===== config.mk =====
export PLATFORM = sky130hd
export DESIGN_NAME = h264_dc_transform
export DESIGN_NICKNAME = d
export VERILOG_FILES = /design/src/rtl/h264_dc_transform.sv
export SDC_FILE = /design/constraint.sdc
export NUM_CORES = 1
export LEC_CHECK = 0
export ABC_AREA = 1
export BUFFER_PORTS_ARGS = -buffer_cell sky130_fd_sc_hd__buf_2
export CAP_MARGIN = 20
export CORE_ASPECT_RATIO = 0.9
export CORE_MARGIN = 10
export CORE_UTILIZATION = 65
export CTS_CLUSTER_SIZE = 8
export DETAILED_ROUTE_END_ITERATION = 10
export PLACE_DENSITY_LB_ADDON = 0.1
export SETUP_SLACK_MARGIN = 0.4
export SKIP_LAST_GASP = 1
export SYNTH_ARGS = -nofsm -noshare
export SYNTH_HDL_FRONTEND = slang
export SYNTH_HIERARCHICAL = 1
export SYNTH_SLANG_ARGS = --single-unit

===== constraint.sdc =====
create_clock -name CLK -period 11.2 [get_ports CLK]
set_input_delay 0.56 -clock CLK [delete_from_list [all_inputs] [get_ports CLK]]
set_output_delay 0.56 -clock CLK [all_outputs]
set_load 0.005 [all_outputs]

===== src/rtl/h264_dc_transform.sv =====
// h264_dc_transform: 2x2 Hadamard (DC) transform for H.264 chroma DC.
//
// Four signed 16-bit DC values arrive serially (x3 first, x0 last) under
// READYI/ENABLE. One CALC cycle forms the four 18-bit Hadamard sums. The
// results stream out (y3 first, y0 last) under VALID/READYO.
//
// Ports:
//   CLK     in   clock, rising edge
//   RESET   in   asynchronous, active-high reset
//   READYI  out  block can accept an input this cycle
//   ENABLE  in   XXIN valid this cycle
//   XXIN    in   signed 16-bit input value
//   VALID   out  YYOUT valid this cycle
//   YYOUT   out  signed 16-bit output value
//   READYO  in   downstream ready
//
// Parameter TOGETHER: 0 = one output per READYO=1 edge,
//                     1 = first READYO=1 starts an unbroken 4-cycle burst.
// Macro DC_TRANSFORM_SATURATE_EN: when defined, each 18-bit result is
// clamped to [-32768, 32767]. When undefined, the low 16 bits pass (wrap).

// Per-lane narrowing of an 18-bit sum to the 16-bit output width.
module h264_dc_narrow (
  input  logic signed [17:0] din,
  output logic        [15:0] dout
);
`ifdef DC_TRANSFORM_SATURATE_EN
  always_comb begin
    if (din > 18'sd32767)        dout = 16'h7FFF;
    else if (din < -18'sd32768)  dout = 16'h8000;
    else                         dout = din[15:0];
  end
`else
  logic [1:0] unused_hi;
  assign unused_hi = din[17:16];
  assign dout      = din[15:0];
`endif
endmodule

module h264_dc_transform #(
  parameter int TOGETHER = 0
) (
  input  logic        CLK,
  input  logic        RESET,
  output logic        READYI,
  input  logic        ENABLE,
  input  logic [15:0] XXIN,
  output logic        VALID,
  output logic [15:0] YYOUT,
  input  logic        READYO
);
  localparam int NUM_LANES = 4;
  localparam int VEC_W     = 16;

  localparam logic [1:0] S_IDLE = 2'd0;
  localparam logic [1:0] S_CALC = 2'd1;
  localparam logic [1:0] S_OUT  = 2'd2;

  logic [1:0] state_q, state_d;
  logic [1:0] in_cnt_q, in_cnt_d;
  logic [1:0] out_cnt_q, out_cnt_d;
  logic       readyi_q, readyi_d;
  logic       valid_q, valid_d;
  logic       burst_q, burst_d;
  logic [VEC_W-1:0] yyout_q, yyout_d;
  // x_q[0] holds x3 (first in); y_q[0] holds y3 (first out).
  logic [NUM_LANES-1:0][VEC_W-1:0] x_q, x_d;
  logic [NUM_LANES-1:0][VEC_W-1:0] y_q, y_d;

  // Butterfly on sign-extended inputs. 18 bits hold a sum of four 16-bit values.
  logic signed [17:0] x0, x1, x2, x3, s01, d01, s23, d23;
  logic signed [17:0] ysum [NUM_LANES];
  logic [NUM_LANES-1:0][VEC_W-1:0] ynar;

  assign x0  = {{2{x_q[3][15]}}, x_q[3]};
  assign x1  = {{2{x_q[2][15]}}, x_q[2]};
  assign x2  = {{2{x_q[1][15]}}, x_q[1]};
  assign x3  = {{2{x_q[0][15]}}, x_q[0]};
  assign s01 = x0 + x1;
  assign d01 = x0 - x1;
  assign s23 = x2 + x3;
  assign d23 = x2 - x3;

  // Lane order matches output order: lane 0 = y3 ... lane 3 = y0.
  assign ysum[0] = d01 - d23;  // y3 = x0-x1-x2+x3
  assign ysum[1] = s01 - s23;  // y2 = x0+x1-x2-x3
  assign ysum[2] = d01 + d23;  // y1 = x0-x1+x2-x3
  assign ysum[3] = s01 + s23;  // y0 = x0+x1+x2+x3

  genvar g;
  generate
    for (g = 0; g < NUM_LANES; g++) begin : g_lane
      h264_dc_narrow u_narrow (.din(ysum[g]), .dout(ynar[g]));
    end
  endgenerate

  logic advance;
  // A started burst keeps running in TOGETHER mode regardless of READYO.
  assign advance = READYO || ((TOGETHER != 0) && burst_q);

  always_comb begin
    state_d   = state_q;
    in_cnt_d  = in_cnt_q;
    out_cnt_d = out_cnt_q;
    readyi_d  = readyi_q;
    valid_d   = valid_q;
    burst_d   = burst_q;
    yyout_d   = yyout_q;
    x_d       = x_q;
    y_d       = y_q;
    case (state_q)
      S_IDLE: begin
        // READYI comes up on the first edge after reset or output drain.
        readyi_d = 1'b1;
        valid_d  = 1'b0;
        if (ENABLE && readyi_q) begin
          x_d[in_cnt_q] = XXIN;
          in_cnt_d      = in_cnt_q + 2'd1;
          if (in_cnt_q == 2'd3) begin
            readyi_d = 1'b0;
            state_d  = S_CALC;
          end
        end
      end
      S_CALC: begin
        y_d       = ynar;
        out_cnt_d = 2'd0;
        valid_d   = 1'b0;
        state_d   = S_OUT;
      end
      S_OUT: begin
        if (advance) begin
          yyout_d   = y_q[out_cnt_q];
          valid_d   = 1'b1;
          burst_d   = 1'b1;
          out_cnt_d = out_cnt_q + 2'd1;
          if (out_cnt_q == 2'd3) begin
            burst_d  = 1'b0;
            readyi_d = 1'b1;
            state_d  = S_IDLE;
          end
        end else begin
          valid_d = 1'b0;
        end
      end
      default: begin
        state_d  = S_IDLE;
        valid_d  = 1'b0;
        readyi_d = 1'b0;
      end
    endcase
  end

  always_ff @(posedge CLK or posedge RESET) begin
    if (RESET) begin
      state_q   <= S_IDLE;
      in_cnt_q  <= 2'd0;
      out_cnt_q <= 2'd0;
      readyi_q  <= 1'b0;
      valid_q   <= 1'b0;
      burst_q   <= 1'b0;
      yyout_q   <= '0;
      x_q       <= '0;
      y_q       <= '0;
    end else begin
      state_q   <= state_d;
      in_cnt_q  <= in_cnt_d;
      out_cnt_q <= out_cnt_d;
      readyi_q  <= readyi_d;
      valid_q   <= valid_d;
      burst_q   <= burst_d;
      yyout_q   <= yyout_d;
      x_q       <= x_d;
      y_q       <= y_d;
    end
  end

  assign READYI = readyi_q;
  assign VALID  = valid_q;
  assign YYOUT  = yyout_q;
endmodule


==> metrics.txt <==
# TYPE chip_impl_metric gauge
chip_impl_metric{name="detail-route-antenna-nets",unit=""} 0
chip_impl_metric{name="fin_setup_tns",unit="ps"} 0
chip_impl_metric{name="grt_antenna_before_repair",unit=""} 0
chip_impl_metric{name="cp_data_required_time",unit="ps"} 11520
chip_impl_metric{name="wire_per_inst",unit="um"} 17.1
chip_impl_metric{name="groute.usage.overall",unit=""} 0.273
chip_impl_metric{name="post_cts_hold_buffer_count",unit=""} 0
chip_impl_metric{name="die_x",unit="um"} 173
chip_impl_metric{name="placedCellCount",unit=""} 2102
chip_impl_metric{name="clock_sink_count",unit=""} 152
chip_impl_info{name="tritoncts",value="done"} 1
chip_impl_metric{name="die_footprint",unit="sq um"} 27200
chip_impl_metric{name="row_count",unit=""} 50
chip_impl_metric{name="post-place-ws",unit="ps"} 7650
chip_impl_metric{name="layoutNonFillerInstCount",unit=""} 2134
chip_impl_metric{name="detail_route.vias_per_cell",unit=""} 5.51
chip_impl_info{name="worst_setup_path_end_kind",value="register"} 1
chip_impl_metric{name="layout_min_cycle_time",unit="ps"} 3670
chip_impl_metric{name="netlist_area",unit="sq um"} 13600
chip_impl_metric{name="place_congestion",unit=""} 1.01
chip_impl_metric{name="ratio_of_cells_with_drive_above_1_in_the_final_layout",unit=""} 0.0985
chip_impl_metric{name="starting_density",unit=""} 0.659
chip_impl_metric{name="detailed_route_drc_error_count",unit=""} 0
chip_impl_metric{name="timing.final.hold_violations",unit=""} 0
chip_impl_metric{name="grt_first_pass_wirelength",unit="mm"} 59.8
chip_impl_metric{name="clkLatencyLatePin",unit="ps"} 440
chip_impl_metric{name="min_period_over_period",unit=""} 0.328
chip_impl_metric{name="critical_path.max_fanout",unit=""} 7
chip_impl_info{name="clock-root-buffer",value="sky130_fd_sc_hd__clkbuf_16"} 1
chip_impl_metric{name="maximum_clock_rate",unit="GHz"} 0.272
chip_impl_info{name="status",value="completed"} 1
chip_impl_metric{name="syn_nets",unit=""} 2075
chip_impl_metric{name="dr.first_iter.drc_count",unit=""} 1032
chip_impl_metric{name="n_antenna_cell",unit=""} 0
chip_impl_info{name="grt_setup_unrepaired",value="no"} 1
chip_impl_metric{name="critPathArrivalTime",unit="ps"} 3990
chip_impl_metric{name="largest_net_degree_at_the_start_of_global_routing",unit=""} 81
chip_impl_metric{name="die_y",unit="um"} 157
chip_impl_metric{name="layout.nets",unit=""} 1992
chip_impl_metric{name="routed-via-count",unit=""} 11800
chip_impl_metric{name="clk_pin_slew_worst_paths",unit="ps"} 70
chip_impl_metric{name="finalMaxSlewViolations",unit=""} 0
chip_impl_metric{name="drv_cap",unit=""} 0
chip_impl_metric{name="detailedRoute.firstPassIterationCount",unit=""} 6
chip_impl_metric{name="global_route.overflow_total",unit=""} 0
chip_impl_metric{name="detailedPlacementHpwl",unit="mm"} 28.6
chip_impl_metric{name="flow.area_growth_from_synthesis",unit="%"} 1.90
chip_impl_metric{name="fin_skew",unit="ps"} 8.81
chip_impl_info{name="timing_worst_setup_path_type",value="reg -> reg"} 1
chip_impl_metric{name="htree_num_levels",unit=""} 4
chip_impl_info{name="min_path_type",value="in -> async"} 1
chip_impl_metric{name="number_of_global_route_vias_before_repair",unit=""} 11600
chip_impl_metric{name="port_buffers",unit=""} 37
chip_impl_metric{name="number_of_instances_in_the_synthesized_netlist",unit=""} 1918
chip_impl_metric{name="postCtsSetupBuffers",unit=""} 0
chip_impl_metric{name="route.final.wire_length",unit="mm"} 36.4
chip_impl_metric{name="worstMarginPinSlew",unit="ps"} 1030
chip_impl_metric{name="maxSlewHeadroom",unit=""} 0.312
chip_impl_metric{name="max-clock-path-buffers",unit=""} 2
chip_impl_info{name="setup.worst_path.start_class",value="register"} 1
chip_impl_metric{name="cts_buffers",unit=""} 17
chip_impl_metric{name="register_to_register_path_depth",unit=""} 15
chip_impl_metric{name="setup_ws",unit="ps"} 7530
chip_impl_metric{name="setup_violations",unit=""} 0
chip_impl_metric{name="core_area",unit="sq um"} 20700
chip_impl_metric{name="cts.repair.resized",unit=""} 0
chip_impl_metric{name="synth.yosys.warnings",unit=""} 6
chip_impl_metric{name="ioPinCount",unit=""} 38
chip_impl_metric{name="syn-mean-instance-area",unit="sq um"} 7.11
==> routing by layer <==
metal | track usage | wire (um)
met1 | 0.339 | 15700
met4 | 0.0865 | 854
met3 | 0.0393 | 2040
met5 | 0 | 0
met2 | 0.482 | 17800
==> state kept, by name, indices dropped and copies added (netlist names), 2 cells and up <==
| signal | count |
|---|---|
| state_q | 2 |
| y_q | 64 |
| x1 | 16 |
| YYOUT | 16 |
| x3 | 16 |
| x2 | 16 |
| x0 | 16 |
| out_cnt_q | 2 |
| in_cnt_q | 2 |
==> path summary, 6_finish.rpt <==
kind                                  startpoint               endpoint  slack [ps]
setup / recovery               x0[0]$_DFFE_PP0P_    y_q[11]$_DFFE_PP0P_        7530
hold / removal                             RESET    y_q[49]$_DFFE_PP0P_         250
setup reg to reg               x0[0]$_DFFE_PP0P_    y_q[11]$_DFFE_PP0P_        7530
hold reg to reg            YYOUT[11]$_DFFE_PP0P_  YYOUT[11]$_DFFE_PP0P_         470
max in group asynchronous                  RESET    y_q[44]$_DFFE_PP0P_        9540
min in group CLK                        XXIN[15]     x1[15]$_DFFE_PP0P_         420
==> per-stage QoR <==
| step | hold slack [ps] | cell area [sq um] | utilization |
|---|---|---|---|
| final | 249 | 13900 | 0.671 |
| after floorplan | 453 | 13600 | - |
| after global routing | 303 | 13900 | 0.671 |
| after CTS | 284 | 13900 | 0.671 |
| after detailed placement | 460 | 13300 | 0.643 |
| after global placement | 457 | 13300 | 0.643 |
==> cell type report <==
type | count | area, sq um
clock inverters | 14 | 138
inverters | 255 | 962
multi-input cells | 1369 | 7990
fillers | 1837 | 6810
flip-flops and latches | 152 | 3800
repair buffers | 40 | 208
well taps | 286 | 358
clock buffers | 18 | 439
==> worst max-delay path, stage by stage (launching register included) <==
cell	delay [ps]
sky130_fd_sc_hd__dfrtp_1	370
sky130_fd_sc_hd__inv_1	50
sky130_fd_sc_hd__ha_1	220
sky130_fd_sc_hd__fa_1	410
sky130_fd_sc_hd__o21ai_1	360
sky130_fd_sc_hd__nand2_1	90
sky130_fd_sc_hd__nand2_1	130
sky130_fd_sc_hd__xor2_1	360
sky130_fd_sc_hd__ha_1	410
sky130_fd_sc_hd__nor2_1	240
sky130_fd_sc_hd__nand2_1	100
sky130_fd_sc_hd__o21ai_2	260
sky130_fd_sc_hd__nand2_1	110
sky130_fd_sc_hd__nand3_1	80
sky130_fd_sc_hd__nand2_1	80
sky130_fd_sc_hd__mux2_2	270
==> layout by cell type (no fill, tap or decap), drive strengths merged, types with 24 or more instances in the layout <==
| cell | count |
|---|---|
| nand3 | 99 |
| o21ai | 122 |
| buf | 40 |
| o21bai | 24 |
| a21oi | 90 |
| mux2 | 63 |
| dfrtp | 152 |
| nor2 | 179 |
| ha | 129 |
| inv | 259 |
| nand2 | 532 |
| xor2 | 58 |
Power is not shown: default switching activity piles up to over one toggle a cycle in this logic, so the estimate is an artifact.
